==> src/rtl/param_datapath_pkg.sv <==
// ============================================================================
// Module      : param_datapath_pkg
// Description : Shared types for the parametrised datapath (op kinds, ALU
//               selects, sweep/run state).
// Revision    : 1.0 - initial release
// ============================================================================
`default_nettype none

package param_datapath_pkg;

    localparam int c_OP_KIND_W = 2;
    localparam int c_ALU_SEL_W = 3;

    typedef enum logic [c_OP_KIND_W-1:0] {
        OP_NOP   = 2'd0,
        OP_ALU   = 2'd1,
        OP_LOAD  = 2'd2,
        OP_STORE = 2'd3
    } op_kind_t;

    typedef enum logic [c_ALU_SEL_W-1:0] {
        ALU_ZERO   = 3'd0,
        ALU_ADD    = 3'd1,
        ALU_SUB    = 3'd2,
        ALU_PASS_A = 3'd3,
        ALU_XOR    = 3'd4,
        ALU_OR     = 3'd5,
        ALU_AND    = 3'd6,
        ALU_INC    = 3'd7
    } alu_sel_t;

    typedef enum logic [0:0] {
        INIT = 1'b0,
        RUN  = 1'b1
    } state_t;

endpackage

`default_nettype wire

==> src/rtl/dp_sync_ram.sv <==
// ============================================================================
// Module      : dp_sync_ram
// Description : Simple dual-port data RAM, registered read; a read colliding
//               with a write to the same word returns the old contents.
// Revision    : 1.0 - initial release
// ============================================================================
`default_nettype none

module dp_sync_ram #(
    parameter int DW    = 16,
    parameter int DEPTH = 256,
    localparam int AW   = $clog2(DEPTH)
) (
    input  logic          clk,
    input  logic          wren,
    input  logic [AW-1:0] waddr,
    input  logic [DW-1:0] wdata,
    input  logic          rden,
    input  logic [AW-1:0] raddr,
    output logic [DW-1:0] q
);

    logic [DW-1:0] r_mem [DEPTH];
    logic [DW-1:0] r_q;

    // Non-blocking update gives read-old-data on a same-edge collision.
    always_ff @(posedge clk) begin
        if (wren) begin
            r_mem[waddr] <= wdata;
        end
        if (rden) begin
            r_q <= r_mem[raddr];
        end
    end

    assign q = r_q;

endmodule

`default_nettype wire

==> src/rtl/param_datapath.sv <==
// ============================================================================
// Module      : param_datapath
// Description : Register file + ALU + data RAM + write-back with a one-op
//               issue port, EX/WB stage and post-reset RF clear sweep.
//               Macro PARAM_DATAPATH_FORWARDING_EN selects bypass over interlock.
// Revision    : 1.0 - initial release
// ============================================================================
`default_nettype none

module param_datapath
    import param_datapath_pkg::*;
#(
    parameter int DW       = 16,
    parameter int RF_DEPTH = 16,
    parameter int DM_DEPTH = 256,
    localparam int RAW     = $clog2(RF_DEPTH),
    localparam int DAW     = $clog2(DM_DEPTH)
) (
    input  logic           clk,
    input  logic           reset,
    input  logic           op_valid,
    output logic           op_ready,
    input  logic [1:0]     op_kind,
    input  logic [2:0]     alu_sel,
    input  logic [RAW-1:0] rd_addr,
    input  logic [RAW-1:0] ra_addr,
    input  logic [RAW-1:0] rb_addr,
    input  logic [DAW-1:0] d_addr,
    output logic [DW-1:0]  alu_a,
    output logic [DW-1:0]  alu_b,
    output logic           wb_valid,
    output logic [RAW-1:0] wb_addr,
    output logic [DW-1:0]  wb_data,
    output logic           init_done
);

    state_t         r_state;
    state_t         w_state_nxt;
    logic [RAW-1:0] r_cnt;
    logic [RAW-1:0] w_cnt_nxt;
    logic           w_sweep_we;

    logic [DW-1:0]  r_rf [RF_DEPTH];
    logic [DW-1:0]  w_rf_a;
    logic [DW-1:0]  w_rf_b;

    logic           r_ex_valid;
    logic           r_ex_load;
    logic [RAW-1:0] r_ex_addr;
    logic [DW-1:0]  r_ex_alu;

    op_kind_t       w_kind;
    logic           w_stall;
    logic           w_accept;
    logic           w_ex_load;
    logic           w_to_ex;
    logic [DW-1:0]  w_alu_y;
    logic [DW-1:0]  w_ram_q;

    // ------------------------------------------------------------------
    // Sweep / run state machine
    // ------------------------------------------------------------------
    always_ff @(posedge clk) begin
        if (reset) begin
            r_state <= INIT;
            r_cnt   <= '0;
        end else begin
            r_state <= w_state_nxt;
            r_cnt   <= w_cnt_nxt;
        end
    end

    always_comb begin
        w_state_nxt = r_state;
        w_cnt_nxt   = r_cnt;
        w_sweep_we  = 1'b0;
        case (r_state)
            INIT: begin
                w_sweep_we = 1'b1;
                w_cnt_nxt  = r_cnt + 1'b1;
                if (r_cnt == RAW'(RF_DEPTH - 1)) begin
                    w_state_nxt = RUN;
                end
            end
            RUN:     w_state_nxt = RUN;
            default: w_state_nxt = INIT;
        endcase
    end

    assign init_done = (r_state == RUN);

    // ------------------------------------------------------------------
    // Issue handshake and operand selection
    // ------------------------------------------------------------------
    assign w_kind = op_kind_t'(op_kind);
    assign w_rf_a = r_rf[ra_addr];
    assign w_rf_b = r_rf[rb_addr];

`ifdef PARAM_DATAPATH_FORWARDING_EN
    assign alu_a   = (r_ex_valid && (ra_addr == r_ex_addr)) ? wb_data : w_rf_a;
    assign alu_b   = (r_ex_valid && (rb_addr == r_ex_addr)) ? wb_data : w_rf_b;
    assign w_stall = 1'b0;
`else
    logic w_use_a;
    logic w_use_b;

    assign w_use_a = (w_kind == OP_ALU) || (w_kind == OP_STORE);
    assign w_use_b = (w_kind == OP_ALU);
    assign alu_a   = w_rf_a;
    assign alu_b   = w_rf_b;
    // The EX stage always drains on a stall, so the hazard clears next cycle.
    assign w_stall = op_valid && r_ex_valid &&
                     ((w_use_a && (ra_addr == r_ex_addr)) ||
                      (w_use_b && (rb_addr == r_ex_addr)));
`endif

    assign op_ready  = (r_state == RUN) && !w_stall;
    assign w_accept  = op_valid && op_ready;
    assign w_ex_load = (w_kind == OP_LOAD);
    assign w_to_ex   = w_accept && ((w_kind == OP_ALU) || w_ex_load);

    // ------------------------------------------------------------------
    // ALU (wraps modulo 2^DW)
    // ------------------------------------------------------------------
    always_comb begin
        w_alu_y = '0;
        case (alu_sel_t'(alu_sel))
            ALU_ZERO:   w_alu_y = '0;
            ALU_ADD:    w_alu_y = alu_a + alu_b;
            ALU_SUB:    w_alu_y = alu_a - alu_b;
            ALU_PASS_A: w_alu_y = alu_a;
            ALU_XOR:    w_alu_y = alu_a ^ alu_b;
            ALU_OR:     w_alu_y = alu_a | alu_b;
            ALU_AND:    w_alu_y = alu_a & alu_b;
            ALU_INC:    w_alu_y = alu_a + DW'(1);
            default:    w_alu_y = '0;
        endcase
    end

    // ------------------------------------------------------------------
    // Data memory; stores complete at their accept edge
    // ------------------------------------------------------------------
    dp_sync_ram #(
        .DW    (DW),
        .DEPTH (DM_DEPTH)
    ) u_ram (
        .clk   (clk),
        .wren  (w_accept && (w_kind == OP_STORE) && !reset),
        .waddr (d_addr),
        .wdata (alu_a),
        .rden  (w_accept && w_ex_load),
        .raddr (d_addr),
        .q     (w_ram_q)
    );

    // ------------------------------------------------------------------
    // EX/WB stage
    // ------------------------------------------------------------------
    always_ff @(posedge clk) begin
        if (reset) begin
            r_ex_valid <= 1'b0;
            r_ex_load  <= 1'b0;
            r_ex_addr  <= '0;
            r_ex_alu   <= '0;
        end else begin
            r_ex_valid <= w_to_ex;
            if (w_to_ex) begin
                r_ex_load <= w_ex_load;
                r_ex_addr <= rd_addr;
                r_ex_alu  <= w_alu_y;
            end
        end
    end

    assign wb_valid = r_ex_valid;
    assign wb_addr  = r_ex_addr;
    assign wb_data  = r_ex_load ? w_ram_q : r_ex_alu;

    // A write pending at a reset edge is dropped; the sweep then rewrites all.
    always_ff @(posedge clk) begin
        if (!reset) begin
            if (w_sweep_we) begin
                r_rf[r_cnt] <= '0;
            end else if (r_ex_valid) begin
                r_rf[r_ex_addr] <= wb_data;
            end
        end
    end

endmodule

`default_nettype wire
==> config.mk <==
export PLATFORM = sky130hd
export DESIGN_NAME = param_datapath
export DESIGN_NICKNAME = d
export VERILOG_FILES = /design/src/rtl/param_datapath_pkg.sv /design/src/rtl/dp_sync_ram.sv /design/src/rtl/param_datapath.sv
export SDC_FILE = /design/constraint.sdc
export NUM_CORES = 2
export LEC_CHECK = 0
export CORE_ASPECT_RATIO = 1.1
export CORE_MARGIN = 10
export CORE_UTILIZATION = 40
export DETAILED_ROUTE_END_ITERATION = 8
export PLACE_DENSITY_LB_ADDON = 0.2
export RECOVER_POWER = 50
export SLEW_MARGIN = 15
export SYNTH_ARGS = -nofsm -noshare
export SYNTH_HDL_FRONTEND = slang
export SYNTH_HIERARCHICAL = 1
export SYNTH_MEMORY_MAX_BITS = 65536
export SYNTH_SLANG_ARGS = --single-unit
export TNS_END_PERCENT = 10
==> constraint.sdc <==
create_clock -name clk -period 9.4 [get_ports clk]
set_input_delay 1.88 -clock clk [delete_from_list [all_inputs] [get_ports clk]]
set_output_delay 1.88 -clock clk [all_outputs]
set_load 0.05 [all_outputs]
# [Word-level counts from Yosys, hierarchy flattened]
# Memories as Yosys holds them, arrays and structs flattened. A register that Yosys moved wholly into a read port is not among the register bits.
# Index checks and enable logic that the tools add are counted.
[op_classes] n_addsub=4 n_eq_ne=13 mux=16 n_bitwise=4 n_reduce_logical=17
[ops] op="$pmux 16 s8" n=1
[ops] op="$mux 16" n=2
[ops] op="$add 16x1->16 const B" n=1
[ops] op="$add 16x16->16" n=1
[ops] op="$and 16x16->16" n=1
[ops] op="$or 16x16->16" n=1
[ops] op="$reduce_or 16->1" n=1
[ops] op="$sub 16x16->16" n=1
[ops] op="$xor 16x16->16" n=1
[ops] op="$eq 3x3->1 const B" n=4
[ops] op="$mux 1" n=11
[ops] op="$logic_and 1x1->1" n=10
[ops] op="$eq 4x4->1" n=2
[ops] op="$eq 3x2->1 const B" n=2
[ops] op="$add 4x1->4 const B" n=1
[ops] op="$eq 2x2->1 const B" n=2
[ops] op="$eq 4x4->1 const B" n=1
[ops] op="$mux 4" n=1
[ops] op="$eq 3x1->1 const B" n=1
[ops] op="$logic_not 3->1" n=1
[ops] op="$logic_or 1x1->1" n=3
[ops] op="$eq 2x1->1 const B" n=1
[ops] op="$logic_not 1->1" n=2
[ops] op="$pmux 1 s2" n=1
[ops] op="$not 1->1" n=1
[word_totals] reg_bits=27 ramBits=4352 inputBits=28 out_inout_bits=55 word_cells=62 n_memories=2
[memory_table] name="u_ram.r_mem" depth=256 word_bits=16 read_ports=1 rd_ports_with_merged_regs=1 write_ports=1 line_no="dp_sync_ram.sv:23" source="logic [DW-1:0] r_mem [DEPTH];"
[memory_table] name="r_rf" depth=16 word_bits=16 read_ports=2 rd_ports_with_merged_regs=0 write_ports=1 line_no="param_datapath.sv:43" source="logic [DW-1:0] r_rf [RF_DEPTH];"

# [Logic depth before layout (Yosys ltp)]
[depth] word_depth=12 mapped_depth=22 mapped_depth_nobuf=20

# [By module]
# Netlist, hierarchy kept.
[modules_own_cells] mod="dp_sync_ram" n_inst=1 cells_each=7360 area_per_inst_um2=158874.9 seq_area_each_um2=123478.4
[modules_own_cells] mod="param_datapath" n_inst=1 cells_each=997 area_per_inst_um2=15274.6 seq_area_each_um2=8227.9

# [Least setup slack after synthesis]
# No wires, ideal clock.
[synth_path] path_type="in2reg" start="in ra_addr[0]" end="reg r_ex_alu[15]" setup_ns=0.070 arrival_time_ns=8.027 required_time_ns=9.330 path_slack_ns=1.303 stages=15 n_path_buf=2 cell_sequence="clkbuf_1 > buf_1 > mux4_2 > mux4_2 > ha_1 > a21o_1 > a21oi_1 > o21ai_0 > a2111oi_0 > nor3_1 > a2111oi_2 > o21bai_1 > a21oi_1 > xnor3_1 > o2bb2ai_1"
[synth_via] elab_cells_between_ends=16 classes_between="add/sub: 3; eq/ne: 1; mux: 1; bitwise: 3; reduce/logical: 7; memory: 1"
[synth_lines] element="start: declaration" line_no="param_datapath.sv:26" source="input logic [RAW-1:0] ra_addr,"
[synth_lines] element="$mem_v2 16x16 *"
[synth_lines] element="named net alu_a[1]" line_no="param_datapath.sv:29" source="output logic [DW-1:0] alu_a,"
[synth_lines] element="$add 16x1->16, or another cell as far along" line_no="param_datapath.sv:135" source="ALU_INC: w_alu_y = alu_a + DW'(1);"
[synth_lines] element="$pmux 16 s8 *" line_no="param_datapath.sv:127" source="case (alu_sel_t'(alu_sel))"
[synth_lines] element="end signal: assignment" line_no="param_datapath.sv:170" source="r_ex_alu <= w_alu_y;"
[synth_lines] element="end: declaration" line_no="param_datapath.sv:50" source="logic [DW-1:0] r_ex_alu;"
# The timed path passes the listed nets; every way through them passes the cells marked *.
# A chain may end at the register's enable or synchronous reset.

# [Worst setup path after layout]
[layout_path] start="in ra_addr[1]" end="mem u_ram.r_mem[182][2], data pin"
[layout_via] elab_chain_cells=1
[layout_lines] element="$mem_v2 16x16"
[layout_lines] element="end: declaration" line_no="dp_sync_ram.sv:23"
# No other way between the ends.

==> impl_metrics.py <==
metrics = {
    "timing": {
        "fin_tns_setup_ns": 0,
        "relSlewSlack": -1.93,
        "setup_viol": 0,
        "slew_violations": 3172,
        "report.final.hold_viol_count": 0,
        "rsz0062_at_grt": "no",
        "tightest_slew_ns": 4.40,
        "clock_skew_ns": 0.0606,
        "fin_crit_sh": 0.898,
        "finalCriticalPeriod_ns": 8.44,
        "setup_slack_ns": 0.962,
        "max_clock_freq_ghz": 0.119,
    },
    "clock_network": {
        "insertion_delay_ns": 0.99,
        "cts.path.max_buffers": 4,
        "cts_root_buffer": "clkbuf_16",
        "clk_pin_slew_worst_paths_ns": 0.06,
        "cts_hold_buf": 0,
        "cts-htree-levels": 5,
        "cts_resized": 0,
        "cts_tree": "done",
        "cts_sinks": 4395,
        "cts_made_buffers": 451,
        "cts_setup_buffers": 0,
    },
    "status": {
        "status": "finished, violations left",
        "violations": "max-capacitance violations, max-slew violations",
    },
    "routing": {
        "drt_iter0_markers": 10500,
        "wl_um": 497000,
        "via_per_inst": 5.92,
        "route.detailed.drc": 0,
        "wl_per_cell_um": 33.3,
        "first_pass_iters": 6,
        "vias": 88400,
        "ant_nets": 0,
    },
    "critical_path": {
        "critical_path_buf_inv_count": 3,
        "worstPathRequired_ns": 9.61,
        "cpPeakStageDelay_ns": 2.83,
        "critPathArrivalTime_ns": 8.65,
        "critPathTopFamily": "buffers and inverters",
        "crit_path_end_kind": "flop",
        "critPathKind": "in -> reg",
        "crit_fanout": 72,
        "startpoint_type": "input port",
        "slowest_stage": "clkbuf_1",
        "worstPathCellList": "clkbuf_1 > mux4_2 > mux4_4 > clkbuf_1 > clkbuf_1",
        "cp_common_cell": "clkbuf_1",
    },
    "pwr": {
        "p_int_mw": 32.5,
        "netSwitchingFraction": 0.219,
        "clkPwrFrac": 0.424,
        "cellPowerDensity_nw_per_um2": 211,
        "p_seq_frac": 0.520,
        "switchingPower_mw": 9.10,
        "p_comb_frac": 0.055,
        "total_power_mw": 41.6,
        "power.leakage_nw": 63.1,
        "ir_worst_vdd_uv": 173,
    },
    "final_layout": {
        "regArea_um2": 132000,
        "most-common-layout-cells": "edfxtp_1 (4368), mux4_2 (931), mux2i_1 (589), clkbuf_16 (455), nor2_1 (257)",
        "layout.nets": 8851,
        "n_fill_cell": 36500,
        "area_growth_pct": 13.3,
        "final_common_cell": "edfxtp_1",
        "final_layout_size_suffix_gt1_frac": 0.236,
        "multiInputGateArea_um2": 39800,
        "stdcell_area_um2": 197000,
    },
    "logic_synthesis": {
        "synth_flop_cell": "edfxtp_1",
        "async_flop_share": 0,
        "syn_nets": 8441,
        "avgSynthCellArea_um2": 20.8,
        "synth_enable_flop_cells": 4368,
        "yosys_warnings": 6,
        "yosysUniqueCellTypes": 75,
        "synth-seq-cells": 4395,
        "syn-instance-count": 8357,
        "yosysSeqAreaShare": 0.756,
        "synth_area_um2": 174000,
    },
    "die": {
        "row_count": 254,
        "die_area_um2": 462000,
        "pin_count": 83,
        "die_x_um": 649,
        "core_um2": 434000,
        "initial_utilization": 0.401,
        "die_h_um": 712,
    },
    "global_routing": {
        "grt.total_usage": 0.208,
        "overflow": 0,
        "antenna_found_initial": 19,
        "grt_max_degree": 177,
        "grt_pass1_wl_um": 695000,
        "grt_pass1_vias": 88100,
    },
    "place": {
        "dpl_cell_area_um2": 183000,
        "io_buffers": 82,
        "pre_cts_ws_ns": 1.68,
        "dp_hpwl_um": 306000,
        "gp_congestion": 0.851,
    },
    "min_path": {
        "hold_class": "reg -> reg",
    },
    "job": {
        "drv_cap": 67,
    },
}
stage by stage:
stage	instances	hold WS, ns	util
CTS	14900	0.464	0.455
finish	14900	0.459	0.454
detailed placement	14100	0.455	0.422
floorplan	8357	0.434	-
global route	14900	0.494	0.454
global placement	14100	0.455	0.422
power by group through the flow:
stage | logic [mW] | registers [mW] | clock network (mW)
final | 2.29 | 21.6 | 17.6
after global routing | 2.40 | 21.6 | 18.8
after CTS | 2.32 | 21.6 | 18.0
after detailed placement | 2.32 | 22.0 | 0
after global placement | 2.29 | 22.0 | 0
after floorplan | 1.37 | 22.0 | 0
cells by family (layout without fill, tap and decap cells):
family,after synthesis,count (layout),synth area share
simple gates,738,738,0.0194
mux,1637,1637,0.163
xor+xnor,33,33,0.00174
flops,4395,4395,0.756
buf+inv,569,1361,0.0181
compound gates,929,929,0.0378
fa+ha+maj,56,56,0.00407
other cells,0,23,0
layer usage:
layer,vias up,share of wire,global-route usage
li1,36200,-,-
met1,47800,0.41,0.284
met2,3694,0.48,0.334
met3,744,0.077,0.0417
met4,2,0.040,0.0744
met5,-,0.000028,0
path summary, 6_finish.rpt:
kind	startpoint	end	slack (ns)	cells past startpoint
worst max-delay path	ra_addr[1]	u_ram/r_mem[182][2]$_DFFE_PP_	0.96	5
worst min-delay path	r_ex_alu[10]$_SDFFE_PP0P_	r_ex_alu[10]$_SDFFE_PP0P_	0.46	2
worst max register to register	r_rf[15][2]$_DFFE_PP_	u_ram/r_mem[182][2]$_DFFE_PP_	3.21	4
worst min register to register	r_ex_alu[10]$_SDFFE_PP0P_	r_ex_alu[10]$_SDFFE_PP0P_	0.46	2
sequential cells by signal, summed over array words and instances (netlist names):
signal / cells
r_ex_load: 1
r_ex_alu: 16
r_cnt: 4
wb_valid: 1
r_rf: 256
init_done: 1
u_ram/q: 16
wb_addr: 4
u_ram/r_mem: 4096
worst register-to-register path, cell delays in order (launching register included):
cell and delay, ns:
edfxtp_1 0.40, mux4_2 0.25, mux4_4 0.47, clkbuf_1 1.32, clkbuf_1 2.87
synthesized netlist by cell type, drive strengths merged, types with 30 or more instances:
library cell	number	area share
a21oi	207	0.0059
a22o	34	0.0017
a22oi	68	0.0029
buf	246	0.011
clkbuf	271	0.0058
edfxtp	4368	0.75
ha	55	0.0040
inv	52	0.0011
mux2	105	0.0068
mux2i	589	0.034
mux4	943	0.12
nand2	72	0.0016
nand3	42	0.0012
nor2	382	0.0082
nor2b	30	0.0011
nor3	102	0.0030
o21ai	53	0.0015
o221ai	253	0.013
o22ai	172	0.0062
cell type report:
type	instances	share of cell area
timing repair buffer	474	0.0189
tap	5760	0.0365
clock buffer	563	0.0599
antenna	23	0.000292
multi-input combinational	3393	0.202
clock inverter	272	0.0137
sequential	4395	0.668
inverter	52	0.00105
Note: power is estimated with default switching activity, not from simulation.
